$ cat src/rtl/dmem_arbiter.sv
// Two-requester arbiter (CPU MEM stage / DMA loader) for a 256x8 single-port data memory.
// Optional stall statistics counter enabled by defining DMEM_ARB_STATS_EN.
module dmem_arbiter #(
    parameter int unsigned MAX_WAIT  = 4,
    parameter int unsigned BURST_MAX = 8
) (
    input  logic        clk,
    input  logic        rst,
    input  logic        cpu_req,
    input  logic        cpu_we,
    input  logic [7:0]  cpu_addr,
    input  logic [7:0]  cpu_wdata,
    output logic        cpu_gnt,
    output logic        cpu_stall,
    output logic [7:0]  cpu_rdata,
    input  logic        dma_req,
    input  logic        dma_we,
    input  logic        dma_burst,
    input  logic [7:0]  dma_addr,
    input  logic [7:0]  dma_wdata,
    output logic        dma_gnt,
    output logic [7:0]  dma_rdata,
    output logic        dma_rvalid,
`ifdef DMEM_ARB_STATS_EN
    input  logic        stats_clr,
    output logic [15:0] stall_count,
`endif
    output logic [7:0]  mem_addr,
    output logic        mem_we,
    output logic [7:0]  mem_wdata,
    input  logic [7:0]  mem_rdata
);

    typedef enum logic [1:0] {
        ARB       = 2'd0,
        DMA_BURST = 2'd1,
        CPU_TURN  = 2'd2
    } state_t;

    localparam logic [3:0] MAX_WAIT_C  = 4'(MAX_WAIT);
    localparam logic [3:0] BURST_MAX_C = 4'(BURST_MAX);
    localparam bit         BURST_EN    = (BURST_MAX > 1);

    state_t      state_q, state_d;
    logic [3:0]  wait_cnt_q, wait_cnt_d;
    logic [3:0]  beat_cnt_q, beat_cnt_d;
    logic [7:0]  dma_rdata_q, dma_rdata_d;
    logic        dma_rvalid_q, dma_rvalid_d;

    always_comb begin
        cpu_gnt    = 1'b0;
        dma_gnt    = 1'b0;
        state_d    = state_q;
        beat_cnt_d = beat_cnt_q;
        if (!rst) begin
            unique case (state_q)
                ARB: begin
                    if (dma_req && (wait_cnt_q == MAX_WAIT_C)) begin
                        dma_gnt = 1'b1;
                    end else if (cpu_req) begin
                        cpu_gnt = 1'b1;
                    end else if (dma_req) begin
                        dma_gnt = 1'b1;
                    end
                    if (dma_gnt && dma_burst && BURST_EN) begin
                        state_d    = DMA_BURST;
                        beat_cnt_d = 4'd1;
                    end
                end
                DMA_BURST: begin
                    dma_gnt = dma_req;
                    if (dma_req) begin
                        beat_cnt_d = beat_cnt_q + 4'd1;
                    end
                    // beat_cnt_d already counts the current beat, so BURST_MAX beats total
                    if (!dma_req || !dma_burst || (beat_cnt_d == BURST_MAX_C)) begin
                        state_d = CPU_TURN;
                    end
                end
                CPU_TURN: begin
                    if (cpu_req) begin
                        cpu_gnt = 1'b1;
                    end else if (dma_req) begin
                        dma_gnt = 1'b1;
                    end
                    state_d = ARB;
                end
                default: state_d = ARB;
            endcase
        end
    end

    always_comb begin
        wait_cnt_d = wait_cnt_q;
        if (!dma_req || dma_gnt) begin
            wait_cnt_d = '0;
        end else if (wait_cnt_q != MAX_WAIT_C) begin
            wait_cnt_d = wait_cnt_q + 4'd1;
        end
    end

    always_comb begin
        mem_addr  = cpu_addr;
        mem_we    = 1'b0;
        mem_wdata = cpu_wdata;
        if (dma_gnt) begin
            mem_addr  = dma_addr;
            mem_we    = dma_we;
            mem_wdata = dma_wdata;
        end else if (cpu_gnt) begin
            mem_we    = cpu_we;
        end
    end

    always_comb begin
        dma_rvalid_d = dma_gnt & ~dma_we;
        dma_rdata_d  = dma_rvalid_d ? mem_rdata : dma_rdata_q;
    end

    always_ff @(posedge clk) begin
        if (rst) begin
            state_q      <= ARB;
            wait_cnt_q   <= '0;
            beat_cnt_q   <= '0;
            dma_rvalid_q <= 1'b0;
            dma_rdata_q  <= '0;
        end else begin
            state_q      <= state_d;
            wait_cnt_q   <= wait_cnt_d;
            beat_cnt_q   <= beat_cnt_d;
            dma_rvalid_q <= dma_rvalid_d;
            dma_rdata_q  <= dma_rdata_d;
        end
    end

    assign cpu_stall  = cpu_req & ~cpu_gnt;
    assign cpu_rdata  = mem_rdata;
    assign dma_rdata  = dma_rdata_q;
    assign dma_rvalid = dma_rvalid_q;

`ifdef DMEM_ARB_STATS_EN
    logic [15:0] stall_count_q, stall_count_d;

    always_comb begin
        stall_count_d = stall_count_q;
        if (stats_clr) begin
            stall_count_d = '0;
        end else if (cpu_stall && (stall_count_q != '1)) begin
            stall_count_d = stall_count_q + 16'd1;
        end
    end

    always_ff @(posedge clk) begin
        if (rst) begin
            stall_count_q <= '0;
        end else begin
            stall_count_q <= stall_count_d;
        end
    end

    assign stall_count = stall_count_q;
`endif

endmodule

$ cat config.mk
export PLATFORM = sky130hd
export DESIGN_NAME = dmem_arbiter
export DESIGN_NICKNAME = d
export VERILOG_FILES = /design/src/rtl/dmem_arbiter.sv
export SDC_FILE = /design/constraint.sdc
export NUM_CORES = 1
export LEC_CHECK = 0
export BUFFER_PORTS_ARGS = -buffer_cell sky130_fd_sc_hd__buf_2
export CAP_MARGIN = 40
export CORE_MARGIN = 5
export CORE_UTILIZATION = 39
export CTS_CLUSTER_SIZE = 14
export DETAILED_ROUTE_END_ITERATION = 7
export PLACE_DENSITY = 0.76
export SLEW_MARGIN = 10
export SYNTH_ARGS = -nofsm -noshare
export SYNTH_HDL_FRONTEND = slang
export SYNTH_SLANG_ARGS = --single-unit
$ cat constraint.sdc
create_clock -name clk -period 2.4 [get_ports clk]
set_clock_uncertainty 0.15 [all_clocks]
set_input_delay 0.12 -clock clk [delete_from_list [all_inputs] [get_ports clk]]
set_output_delay 0.12 -clock clk [all_outputs]
set_load 0.02 [all_outputs]
==> results of run 1 <==
==> worst max-delay path, stage by stage (launching register included) <==
cell and delay (ns):
dfxtp_2 0.37, inv_2 0.05, ha_2 0.17, and3b_2 0.24
o211ai_4 0.28, clkbuf_16 0.21, mux2_2 0.34, buf_6 0.13
==> repair_timing <==
item | CTS | global route
hold buffers | 10 | 0
endpoints found under the setup margin | 16 | 17
pin swaps | 0 | 2
hold endpoints to repair | 9 | 0
resized for setup | 3 | 10
buffers inserted | 1 | 4
gates cloned | 0 | 2
==> power by group <==
group          switching [mW]  total [mW]  internal, mW
Sequential            0.00608       0.329         0.323
Clock                  0.0983       0.160        0.0619
Combinational           0.117       0.237         0.120
Total                   0.221       0.727         0.505
==> area by class of cell <==
cell class / instances / area (um^2) / area share (%)
flip-flops and latches: 19 / 383 / 20.6
clock buffers: 3 / 22.5 / 1.21
well taps: 44 / 55.1 / 2.96
repair buffers: 102 / 656 / 35.3
multi-input cells: 89 / 716 / 38.5
clock inverters: 1 / 5.00 / 0.269
inverters: 6 / 22.5 / 1.21
==> cell usage after synthesis, drive strengths merged (2+ instances only) <==
cell	instances	area share (%)
dfxtp	19	31
mux2	16	17
nor2	16	4.9
buf	11	8.1
mux2i	9	7.4
a21oi	7	3.5
inv	6	1.8
nand2	6	2.5
ha	3	3.1
o21ai	3	1.2
xnor2	3	2.2
a21o	2	1.2
clkbuf	2	0.61
nand3	2	0.82
nand4	2	1.0
nor2b	2	1.0
o211ai	2	2.4
==> placed cells by master (no fill, tap or decap), types with 2 or more instances in the layout <==
| master | instances |
|---|---|
| nand4_1 | 2 |
| a21o_1 | 2 |
| mux2_4 | 7 |
| nor2b_1 | 2 |
| a21oi_1 | 5 |
| buf_2 | 79 |
| dfxtp_1 | 17 |
| buf_6 | 4 |
| nor2_1 | 16 |
| nand3_1 | 2 |
| nand2_1 | 5 |
| mux2i_1 | 9 |
| clkbuf_4 | 3 |
| mux2_2 | 9 |
| inv_1 | 5 |
| dfxtp_2 | 2 |
| clkbuf_16 | 2 |
| a21oi_2 | 2 |
| ha_1 | 2 |
| dlygate4sd3_1 | 10 |
| o21ai_0 | 3 |
| xnor2_1 | 3 |
| buf_4 | 6 |
==> kinds of logic (layout without fill, tap and decap cells) <==
family / count (synthesis) / count (layout) / synth area share, %
AOI/OAI and AO/OA: 20 / 20 / 12.1
adders and majority gates: 3 / 3 / 3.07
muxes: 25 / 25 / 24.3
DFF: 19 / 19 / 31.1
buffers and inverters: 19 / 112 / 10.6
and+or+nand+nor: 37 / 37 / 16.0
xor gates and xnor gates: 4 / 4 / 2.87
==> routing by layer <==
layer / vias to the layer above / wire length, um
met2: 15 / 1960
met5: - / 0
met1: 568 / 1340
li1: 627 / -
met3: 2 / 83
met4: 0 / 17
==> sequential cells by signal, indices dropped and copies added (netlist names) <==
register	count
beat_cnt_q	4
dma_rdata	8
dma_rvalid	1
state_q	2
wait_cnt_q	4
==> path summary, 6_finish.rpt <==
check | endpoint | slack, ns | cells past startpoint | from
max | mem_wdata[1] | 0.05 | 7 | wait_cnt_q[0]
min | dma_rdata[6] | 0.03 | 2 | rst
max reg2reg | dma_rdata[0] | 0.50 | 8 | wait_cnt_q[0]
min reg2reg | wait_cnt_q[1] | 0.32 | 2 | wait_cnt_q[1]
==> through the flow <==
| stage | cell area (um^2) | setup TNS [ns] | utilization (%) | hold WS [ns] |
|---|---|---|---|---|
| floorplan | 1220 | 0 | - | 0.0391 |
| global route | 1860 | -0.0986 | 61.4 | 0.0304 |
| detailed placement | 1610 | 0 | 53.3 | 0.222 |
| global placement | 1610 | 0 | 53.3 | 0.210 |
| CTS | 1750 | 0 | 57.9 | 0.0176 |
| finish | 1860 | 0 | 61.4 | 0.0277 |
==> results.tsv, run 1 <==
stage	metric	value	unit
status	status	completed	
synth	syn avg cell area	9.62	um^2
sta	final slew viol count	0	
layout	fin nets	271	
sta	period utilization	98.1	%
setup_path	critical path class	reg2out	
synth	Netlist cell types	39	
route	DR WL/cell	12.9	um
route	DR vias	1212	
global_route	grt met3 use	2.04	%
sta	setup slack after layout	0.0466	ns
sta	f_max	425	MHz
floorplanning	die footprint	0.00435	mm^2
placement	Inst Count DP	243	
placement	post-DP HPWL	2550	um
sta	Fin. Hold Viols	0	
cts	CTS Buf Count	3	
cts	Root Driver	clkbuf_4	
global_route	met1 Track Usage GR	17.5	%
global_route	GRT Util Overall	15.4	%
global_route	initial antenna violation count	0	
floorplanning	starting density of the core	40.3	%
sta	Finish-stage setup viols	0	
cts	CTS tree	built	
sta	crit path time final	2.35	ns
pwr	Leakage	0.991	nW
global_route	gr ovfl total	0	
synth	Synth Flop Type	dfxtp_1	
route	vias per std cell	4.59	
route	First-pass DRT Iterations	3	
placement	number of port buffers	83	
setup_path	nature of the critical path endpoint	primary output	
global_route	met2 GRT Util	29.7	%
floorplanning	I/O pin cnt	84	
global_route	pin count of the biggest net entering global routing	20	
setup_path	Worst Path Max Fanout	5	
floorplanning	die width	66.0	um
setup_path	required time worst endpoint	2.13	ns
hold_path	Hold Crit Class	in2reg	
cts	Skew-Pair Late Insertion Delay	0.29	ns
global_route	layer with the highest usage	met2	
cts	H-tree depth	1	
synth	EDFF count, synth	0	
synth	Synth Register Bits	19	
layout	layout overhead on the synthesized area	52.3	%
route	DRC	0	
sta	worst slew pin tran	0.429	ns
setup_path	startpoint types	register	
pwr	VDD IR max	0.385	mV
layout	share of layout cells above drive strength 1	55.5	%
sta	Rel. slew slack	71.1	%
synth	Seq/Total Area, Yosys	31.1	%
cts	clk buf depth	2	
cts	Clock transition at path regs	0.11	ns
floorplanning	core area	0.00303	mm^2
cts	clock sink total	19	
synth	FFs w/ async S/R, synth	0	%
floorplanning	Rows	20	
synth	Cell Area, Synth	0.00122	mm^2
synth	Synthesis Warnings	0	
pwr	pwr dens	391	mW/mm^2
global_route	first-pass GRT wire length	5300	um
route	Routed WL	3400	um
placement	worst slack, placed	0.292	ns
placement	RePlAce Congestion	0.775	
floorplanning	Chip Height	66.0	um
job	max cap viols	0	
route	ANT nets after route	0	
global_route	vias in the first global route	1198	
layout	ant diodes	0	
synth	gate count after technology mapping	127	
pwr	total power draw	0.727	mW
layout	Post-Layout Cell Count	264	
route	1st-iter DRT viols	31	
layout	FILL cells	258	
synth	Post-Syn Nets	177	
setup_path	crit path DAT	2.08	ns
No activity file was read; power rests on OpenSTA's default activity.
==> run 2: changes to the inputs <==
RECOVER_POWER = 50   (was not set)
==> run 2 against run 1 <==
Net effect:
- die area unchanged
- via count is 0.41% higher
- worst hold slack lost 0.00052 ns
- clock power about the same
- sequential power is essentially flat
- worst setup slack worse by 0.0035 ns
- global-route usage stayed put
- power shrank 0.30%
- flip-flop and latch count stayed put
- critical path depth unchanged
- register-to-register slack worse by 0.32 ns
- critical endpoint unchanged
- largest power group unchanged
==> results.tsv, run 2 (synthesized netlist as in run 1, its figures left out) <==
stage	metric	value	unit
setup_path	Worst path max stage delay	0.37	ns
sta	f_max	424	MHz
global_route	vias in the first global route	1198	
cts	CTS Buf Count	3	
floorplanning	I/O pin cnt	84	
status	status	completed	
cts	clock sink total	19	
sta	Finish-stage setup viols	0	
floorplanning	die footprint	0.00435	mm^2
setup_path	required time worst endpoint	2.13	ns
floorplanning	Rows	20	
pwr	VDD IR max	0.386	mV
cts	clk buf depth	2	
setup_path	nature of the critical path endpoint	primary output	
placement	post-DP HPWL	2550	um
layout	ant diodes	0	
floorplanning	starting density of the core	40.3	%
cts	Clock transition at path regs	0.11	ns
route	ANT nets after route	0	
layout	commonest non-fill, non-tap cells in the layout	buf_2, clkbuf_1, dfxtp_1, nor2_1, dlygate4sd3_1	
job	max cap viols	0	
setup_path	slowest stage cell, crit path	dfxtp_2	
pwr	Leakage	0.927	nW
route	DR vias	1217	
layout	Final Util	60.6	%
sta	period utilization	98.2	%
placement	Area after DPL	0.00161	mm^2
sta	worst slew pin tran	0.622	ns
sta	Rel. slew slack	58.5	%
sta	final slew viol count	0	
placement	number of port buffers	83	
global_route	pin count of the biggest net entering global routing	20	
layout	share of layout cells above drive strength 1	47.3	%
route	First-pass DRT Iterations	3	
cts	Skew-Pair Late Insertion Delay	0.29	ns
pwr	pwr dens	395	mW/mm^2
sta	Fin. Hold Viols	0	
setup_path	Worst Path Max Fanout	5	
route	DR WL/cell	12.9	um
layout	layout overhead on the synthesized area	50.2	%
floorplanning	core area	0.00303	mm^2
global_route	initial antenna violation count	0	
route	vias per std cell	4.61	
cts	CTS tree	built	
layout	fin nets	271	
global_route	first-pass GRT wire length	5300	um
placement	RePlAce Congestion	0.775	
route	DRC	0	
pwr	total power draw	0.724	mW
sta	crit path time final	2.36	ns
cts	Root Driver	clkbuf_4	
hold_path	Hold Crit Class	in2reg	
setup_path	crit-path cells	inv_2, ha_2, and3b_2, o211ai_4, clkbuf_16, mux2_2, buf_6	
global_route	gr ovfl total	0	
global_route	GRT Util Overall	15.4	%
setup_path	startpoint types	register	
layout	FILL cells	270	
route	Routed WL	3400	um
cts	H-tree depth	1	
route	1st-iter DRT viols	43	
layout	max FFs per register	8	
floorplanning	Chip Height	66.0	um
floorplanning	die width	66.0	um
layout	commonest non-fill, non-tap cell in the layout	buf_2	
setup_path	critical path class	reg2out	
setup_path	crit path DAT	2.09	ns
layout	design area	0.00183	mm^2
==> run 2: final timing paths <==
kind	from	to	slack, ns	cells after the start
hold reg to reg	wait_cnt_q[1]	wait_cnt_q[1]	0.32	2
hold / removal	rst	dma_rdata[6]	0.03	2
setup / recovery	wait_cnt_q[0]	mem_wdata[1]	0.04	7
setup reg to reg	wait_cnt_q[0]	dma_rdata[0]	0.18	8
==> run 2: power by group <==
group / switching [mW] / internal, mW / leakage [nW]
combinational: 0.117 / 0.117 / 0.755
clock: 0.0989 / 0.0619 / 0.0177
sequential: 0.00620 / 0.323 / 0.155
total: 0.222 / 0.502 / 0.927
==> run 2: what timing repair did <==
action,CTS,global route
resized for setup,3,10
endpoints found under the hold margin,9,0
hold buffers,10,0
setup buffers,1,4
pin swaps,0,2
setup endpoints to repair,16,17
gates cloned,0,2
==> run 2: metrics by stage <==
| step | hold WS [ns] | setup slack (ns) | TNS (ns) | instances |
|---|---|---|---|---|
| floorplan | 0.0391 | 0.151 | 0 | 127 |
| global placement | 0.210 | 0.356 | 0 | 243 |
| detailed placement | 0.222 | 0.292 | 0 | 243 |
| CTS | 0.0176 | 0.0103 | 0 | 258 |
| global route | 0.0304 | -0.0149 | -0.0912 | 264 |
| finish | 0.0272 | 0.0431 | 0 | 264 |
==> run 2: worst max-delay path: cells and delay by family (launching register included) <==
| kind | cells | cell delay (ns) |
|---|---|---|
| compound gates | 1 | 0.28 |
| fa+ha+maj | 1 | 0.17 |
| buf+inv | 3 | 0.39 |
| flops | 1 | 0.37 |
| mux | 1 | 0.34 |
| simple gates | 1 | 0.24 |
==> run 2: final cells by class <==
class                           count  area [um^2]  share of cell area, %
Clock buffer                        3         22.5                   1.23
Timing Repair Buffer              102          631                   34.4
Sequential cell                    19          383                   20.9
Inverter                            6         22.5                   1.23
Tap cell                           44         55.1                   3.00
Multi-Input combinational cell     89          716                   39.0
Clock inverter                      1         5.00                  0.273
==> run 2: routing by layer <==
layer  global-route usage [%]  vias to the layer above  share of wire, %
li1                         -                      626                 -
met1                     17.5                      574                40
met2                     29.7                       15                57
met3                     2.04                        2               2.4
met4                     4.31                        0              0.50
met5                        0                        -                 0
